==> src/rtl/dsp_pkg.sv <==
// rtl/dsp_pkg.sv - shared DSP stream types, constants and helpers
package dsp_pkg;

  // Signed mixer product / decimated sample
  typedef logic signed [31:0] sample_t;

  // Output register occupancy
  typedef enum logic {
    OUT_EMPTY = 1'b0,
    OUT_FULL  = 1'b1
  } out_state_t;

  localparam logic [3:0] STRB_ALL = 4'hF;

  // Accumulator width that cannot overflow for a full window of 32-bit samples
  function automatic int acc_width(input int decimation);
    return 32 + $clog2(decimation);
  endfunction

endpackage

==> src/rtl/axis_out_reg.sv <==
// rtl/axis_out_reg.sv - single-entry stream output holding register
module axis_out_reg
  import dsp_pkg::*;
#(
  parameter int WIDTH = 32
) (
  input  logic             clk,
  input  logic             rst_n,
  input  logic             load,
  input  logic [WIDTH-1:0] load_data,
  input  logic             load_last,
  input  logic             tready,
  output logic             tvalid,
  output logic [WIDTH-1:0] tdata,
  output logic             tlast
);

  out_state_t state;

  // A load always wins: it may coincide with the drain of the previous beat,
  // which gives back-to-back outputs without a bubble.
  always_ff @(posedge clk or negedge rst_n) begin
    if (!rst_n) begin
      state <= OUT_EMPTY;
      tdata <= '0;
      tlast <= 1'b0;
    end else if (load) begin
      state <= OUT_FULL;
      tdata <= load_data;
      tlast <= load_last;
    end else if (state == OUT_FULL && tready) begin
      state <= OUT_EMPTY;
    end
  end

  assign tvalid = (state == OUT_FULL);

endmodule

==> src/rtl/boxcar_decimator.sv <==
// rtl/boxcar_decimator.sv - integrate-and-dump decimator for one I/Q branch
module boxcar_decimator
  import dsp_pkg::*;
#(
  parameter int C_S00_AXIS_TDATA_WIDTH = 32,
  parameter int C_M00_AXIS_TDATA_WIDTH = 32,
  parameter int DECIMATION             = 16,
  parameter int SHIFT                  = $clog2(DECIMATION)
) (
  input  logic                                s00_axis_aclk,
  input  logic                                s00_axis_aresetn,
  input  logic                                s00_axis_tvalid,
  input  logic [C_S00_AXIS_TDATA_WIDTH-1:0]   s00_axis_tdata,
  input  logic [3:0]                          s00_axis_tstrb,
  input  logic                                s00_axis_tlast,
  output logic                                s00_axis_tready,
  input  logic                                m00_axis_tready,
  output logic                                m00_axis_tvalid,
  output logic [C_M00_AXIS_TDATA_WIDTH-1:0]   m00_axis_tdata,
  output logic                                m00_axis_tlast,
  output logic [3:0]                          m00_axis_tstrb
);

  localparam int ACC_W = acc_width(DECIMATION);
  localparam int CNT_W = $clog2(DECIMATION);
  localparam int EXT_W = ACC_W - C_S00_AXIS_TDATA_WIDTH;

  logic [CNT_W-1:0]                   cnt;
  logic signed [ACC_W-1:0]            acc;
  logic signed [ACC_W-1:0]            sample_ext;
  logic signed [ACC_W-1:0]            acc_next;
  logic [C_M00_AXIS_TDATA_WIDTH-1:0]  dump_data;
  logic                               accept;
  logic                               dump;
  logic                               unused_tstrb;

  // Byte strobes carry no meaning for a sample stream
  assign unused_tstrb = ^s00_axis_tstrb;

  // Input is held off only while an undelivered output blocks the register
  assign s00_axis_tready = s00_axis_aresetn && !(m00_axis_tvalid && !m00_axis_tready);
  assign accept          = s00_axis_tvalid && s00_axis_tready;

  // Window sum: the first beat of a window replaces the stale sum
  always_comb begin
    sample_ext = {{EXT_W{s00_axis_tdata[C_S00_AXIS_TDATA_WIDTH-1]}}, s00_axis_tdata};
    acc_next   = (cnt == '0) ? sample_ext : acc + sample_ext;
    dump       = accept && ((cnt == CNT_W'(DECIMATION - 1)) || s00_axis_tlast);
    dump_data  = C_M00_AXIS_TDATA_WIDTH'(acc_next >>> SHIFT);
  end

  // Counter and accumulator advance only on accepted beats
  always_ff @(posedge s00_axis_aclk or negedge s00_axis_aresetn) begin
    if (!s00_axis_aresetn) begin
      cnt <= '0;
      acc <= '0;
    end else if (accept) begin
      acc <= acc_next;
      cnt <= dump ? '0 : cnt + 1'b1;
    end
  end

  axis_out_reg #(
    .WIDTH(C_M00_AXIS_TDATA_WIDTH)
  ) u_out_reg (
    .clk       (s00_axis_aclk),
    .rst_n     (s00_axis_aresetn),
    .load      (dump),
    .load_data (dump_data),
    .load_last (s00_axis_tlast),
    .tready    (m00_axis_tready),
    .tvalid    (m00_axis_tvalid),
    .tdata     (m00_axis_tdata),
    .tlast     (m00_axis_tlast)
  );

  assign m00_axis_tstrb = STRB_ALL;

endmodule

==> config.mk <==
export PLATFORM = sky130hd
export DESIGN_NAME = boxcar_decimator
export DESIGN_NICKNAME = d
export VERILOG_FILES = /design/src/rtl/dsp_pkg.sv /design/src/rtl/axis_out_reg.sv /design/src/rtl/boxcar_decimator.sv
export SDC_FILE = /design/constraint.sdc
export NUM_CORES = 1
export LEC_CHECK = 0
export CAP_MARGIN = 0
export CORE_ASPECT_RATIO = 1.75
export CORE_MARGIN = 1.5
export CORE_UTILIZATION = 55
export DETAILED_ROUTE_END_ITERATION = 8
export PLACE_DENSITY = 0.78
export RECOVER_POWER = 50
export SLEW_MARGIN = 10
export SYNTH_ARGS = -nofsm -noshare
export SYNTH_HDL_FRONTEND = slang
export SYNTH_HIERARCHICAL = 1
export SYNTH_SLANG_ARGS = --single-unit
export TNS_END_PERCENT = 1
==> constraint.sdc <==
create_clock -name s00_axis_aclk -period 3.3 [get_ports s00_axis_aclk]
set_clock_uncertainty 0.2 [all_clocks]
set_input_delay 0.495 -clock s00_axis_aclk [delete_from_list [all_inputs] [get_ports s00_axis_aclk]]
set_output_delay 0.495 -clock s00_axis_aclk [all_outputs]
set_load 0.01 [all_outputs]
==> run_results.csv <==
group,metric,value,unit
status,status,"complete, but fails checks",
status,violations,"capacitance limit, slew limit",
synth,ys_ff_latch,74,
clocking,clock-sinks,74,
worst_setup_path,arrival,3310,ps
drt,viasPerCell,5.96,
grt,grt_pass1_vias,5095,
synth,synth.distinct_cells,64,
worst_setup_path,r2r_slack,270,ps
synth,synth_edf_count,0,
power,irDropWorstVdd,651,uV
clocking,tritoncts,"yes",
place,dpl-instance-area,6700,sq um
synth,netlist_top_cells_area,"dfrtp_1 (34%), mux2_4 (8.6%), ha_1 (8.5%)",
cells_and_area,final_cell_area,7170,sq um
cells_and_area,fillers,667,
sta,setup_tns,0,ps
floorplan,die_w,78.1,um
sta,finalSetupViolCount,0,
floorplan,start_util,57.1,%
synth,synth-async-reset-ratio,100,%
cells_and_area,layout.nets,795,
drt,wl_per_cell,17.7,um
worst_setup_path,critPathMaxStageDelay,460,ps
hold_path,hp-class,"reg2reg",
synth,syn_avg_cell_area,9.29,sq um
drt,drtAntennaViolNets,0,
synth,synth_top_area_share,34.1,%
drt,route.detailed.drc,0,
cells_and_area,final_common_cell,"nand2_1",
worst_setup_path,path_class,"in2reg",
floorplan,die_area,10500,sq um
synth,synth_ff_type,"dfrtp_1",
worst_setup_path,required,3320,ps
worst_setup_path,cp-end-kind,"register",
place,dp_hpwl,10200,um
floorplan,coreArea,9530,sq um
cells_and_area,final_cell_mix,"nand2_1 (85), dfrtp_1 (74), buf_4 (74)",
job,maxCapViolations,1,
clocking,cts_root_buffer,"clkbuf_16",
place,gp_congestion,0.893,
clocking,cts.reportedPaths.clkPinSlew,60,ps
synth,synth_largest_area_cell,"dfrtp_1",
sta,slew_headroom,-26.0,%
cells_and_area,diodes,0,
sta,max_freq,304,MHz
drt,drt-initial-drc-count,251,
worst_setup_path,critPathSlowestCell,"clkdlybuf4s50_1",
worst_setup_path,critPathMaxFanout,3,
grt,antenna_found_initial,0,
synth,netlist_area,5440,sq um
sta,finalHoldViolations,0,
sta,fin_crit_sh,99.7,%
synth,yosysWarningCount,6,
worst_setup_path,worst-path-buf-inv,1,
power,power_density,1010,nW/um^2
worst_setup_path,path_cells,"clkdlybuf4s50_1 -> ha_1 -> a21oi_2 -> nor2_1 -> or2_2 -> nor3_1 -> o31ai_1 -> a31oi_1 -> xor2_1 -> a21oi_1 -> mux2_2",
grt,grt_usage,27.7,%
worst_setup_path,critPathTopFamily,"simple AND/OR/NAND/NOR gates",
floorplan,ios,80,
clocking,ctsHoldBuffers,0,
sta,worst_hold_slack,288,ps
power,leakagePower,3.24,nW
cells_and_area,drive_gt1_share,25.4,%
drt,vias,5022,
sta,drv_slew,75,
drt,firstDrtPassIters,5,
sta,grt_setup_unrepaired,"yes",
grt,grt_start_max_net_pins,75,
grt,overflow,0,
floorplan,die_h,135,um
grt,grt_first_pass_wirelength,23100,um
clocking,clock_latency,340,ps
sta,fin_crit,3290,ps
clocking,htreeDepth,3,
clocking,cts_buffer_depth,2,
synth,synth_cells,585,
cells_and_area,synthToLayoutAreaGrowth,32.0,%
worst_setup_path,start_kind,"input port",
place,port_buffers,71,
sta,worst_pin_slew,1890,ps
drt,wl,14900,um
floorplan,rows,47,
clocking,cts_made_buffers,9,
synth,yosysSeqAreaShare,34.1,%
-- synthesized netlist by cell type, types with 5 or more instances --
library cell   n
and2_1         5
o31ai_1        5
nand3_1       14
nor3_1         7
and3_1         6
dfrtp_1       74
o21a_1         8
a31oi_1       11
xnor2_1       16
mux2_2        22
nand2_1       85
o21ai_1       11
nor2_1        44
o211ai_1       6
nand4_1        5
inv_1         15
clkbuf_1      17
o21ai_0       25
mux2_4        31
ha_1          37
nor2b_1        7
a21oi_1       43
a21o_1        15
xor2_1         9
-- area by class of cell --
class                      count  area, sq um  share of cell area [%]
clock buffer                  12          256                    3.58
clock inverter                 3         15.0                   0.209
inverter                      15         56.3                   0.785
multi-input combinational    469         3550                    49.5
sequential                    74         1850                    25.8
tap                          122          153                    2.13
timing repair buffer         147         1290                    18.0
-- power breakdown --
group          internal (mW)  switching [mW]  total [mW]  leakage (nW)
Clock                  0.542           0.377       0.919         0.138
Combinational           2.42            2.29        4.71          2.22
Sequential              1.34           0.277        1.62         0.882
-- path summary, 6_finish.rpt --
path	endpoint	start	cells past startpoint
max in group asynchronous	acc[5]	s00_axis_aresetn	2
max	acc[15]	s00_axis_tdata[1]	11
max reg2reg	acc[15]	acc[1]	10
min reg2reg	acc[8]	acc[8]	2
min in group asynchronous	acc[30]	s00_axis_aresetn	2
min	acc[8]	acc[8]	2
-- metal layers --
layer / wire length [um] / vias to the layer above / share of wire (%) / track usage (%)
met5: 0 / - / 0 / 0
met1: 5430 / 2404 / 36 / 28.9
met2: 8180 / 207 / 55 / 52.2
met3: 707 / 57 / 4.7 / 4.39
met4: 571 / 0 / 3.8 / 14.2
li1: - / 2354 / - / -
-- flip-flops by register name, summed over array words and instances (netlist names) --
register and flops:
acc 36, cnt 4, u_out_reg/tdata 32, u_out_reg/tlast 1, u_out_reg/tvalid 1
-- metrics by stage --
stage | power, mW | utilization (%) | setup WS (ps) | std cells
floorplan | 4.39 | - | 333 | 588
global placement | 5.90 | 70.3 | -319 | 825
detailed placement | 6.04 | 70.3 | -403 | 825
CTS | 7.03 | 73.3 | -21.3 | 841
global route | 7.75 | 75.3 | -54.4 | 842
finish | 7.25 | 75.3 | 10.3 | 842
-- kinds of logic after synthesis --
family / after synthesis / share of synthesized area (%)
xor+xnor: 25 / 4.03
flops: 74 / 34.1
simple gates: 186 / 15.2
mux: 55 / 13.5
buf+inv: 45 / 4.44
fa+ha+maj: 38 / 8.89
compound gates: 161 / 19.8
other cells: 1 / 0.0690
-- repair_timing --
action | CTS | global route
setup endpoints to repair | 5 | 27
buffers inserted | 1 | 1
pin swaps | 3 | 12
gates resized for setup | 2 | 27
-- tightest hold or removal path, delay by kind of cell, from the launching register on --
family           cells  cell delay, ps
flip-flops           1             350
AND/OR/NAND/NOR      2             110
(Power assumes the default switching activity.)
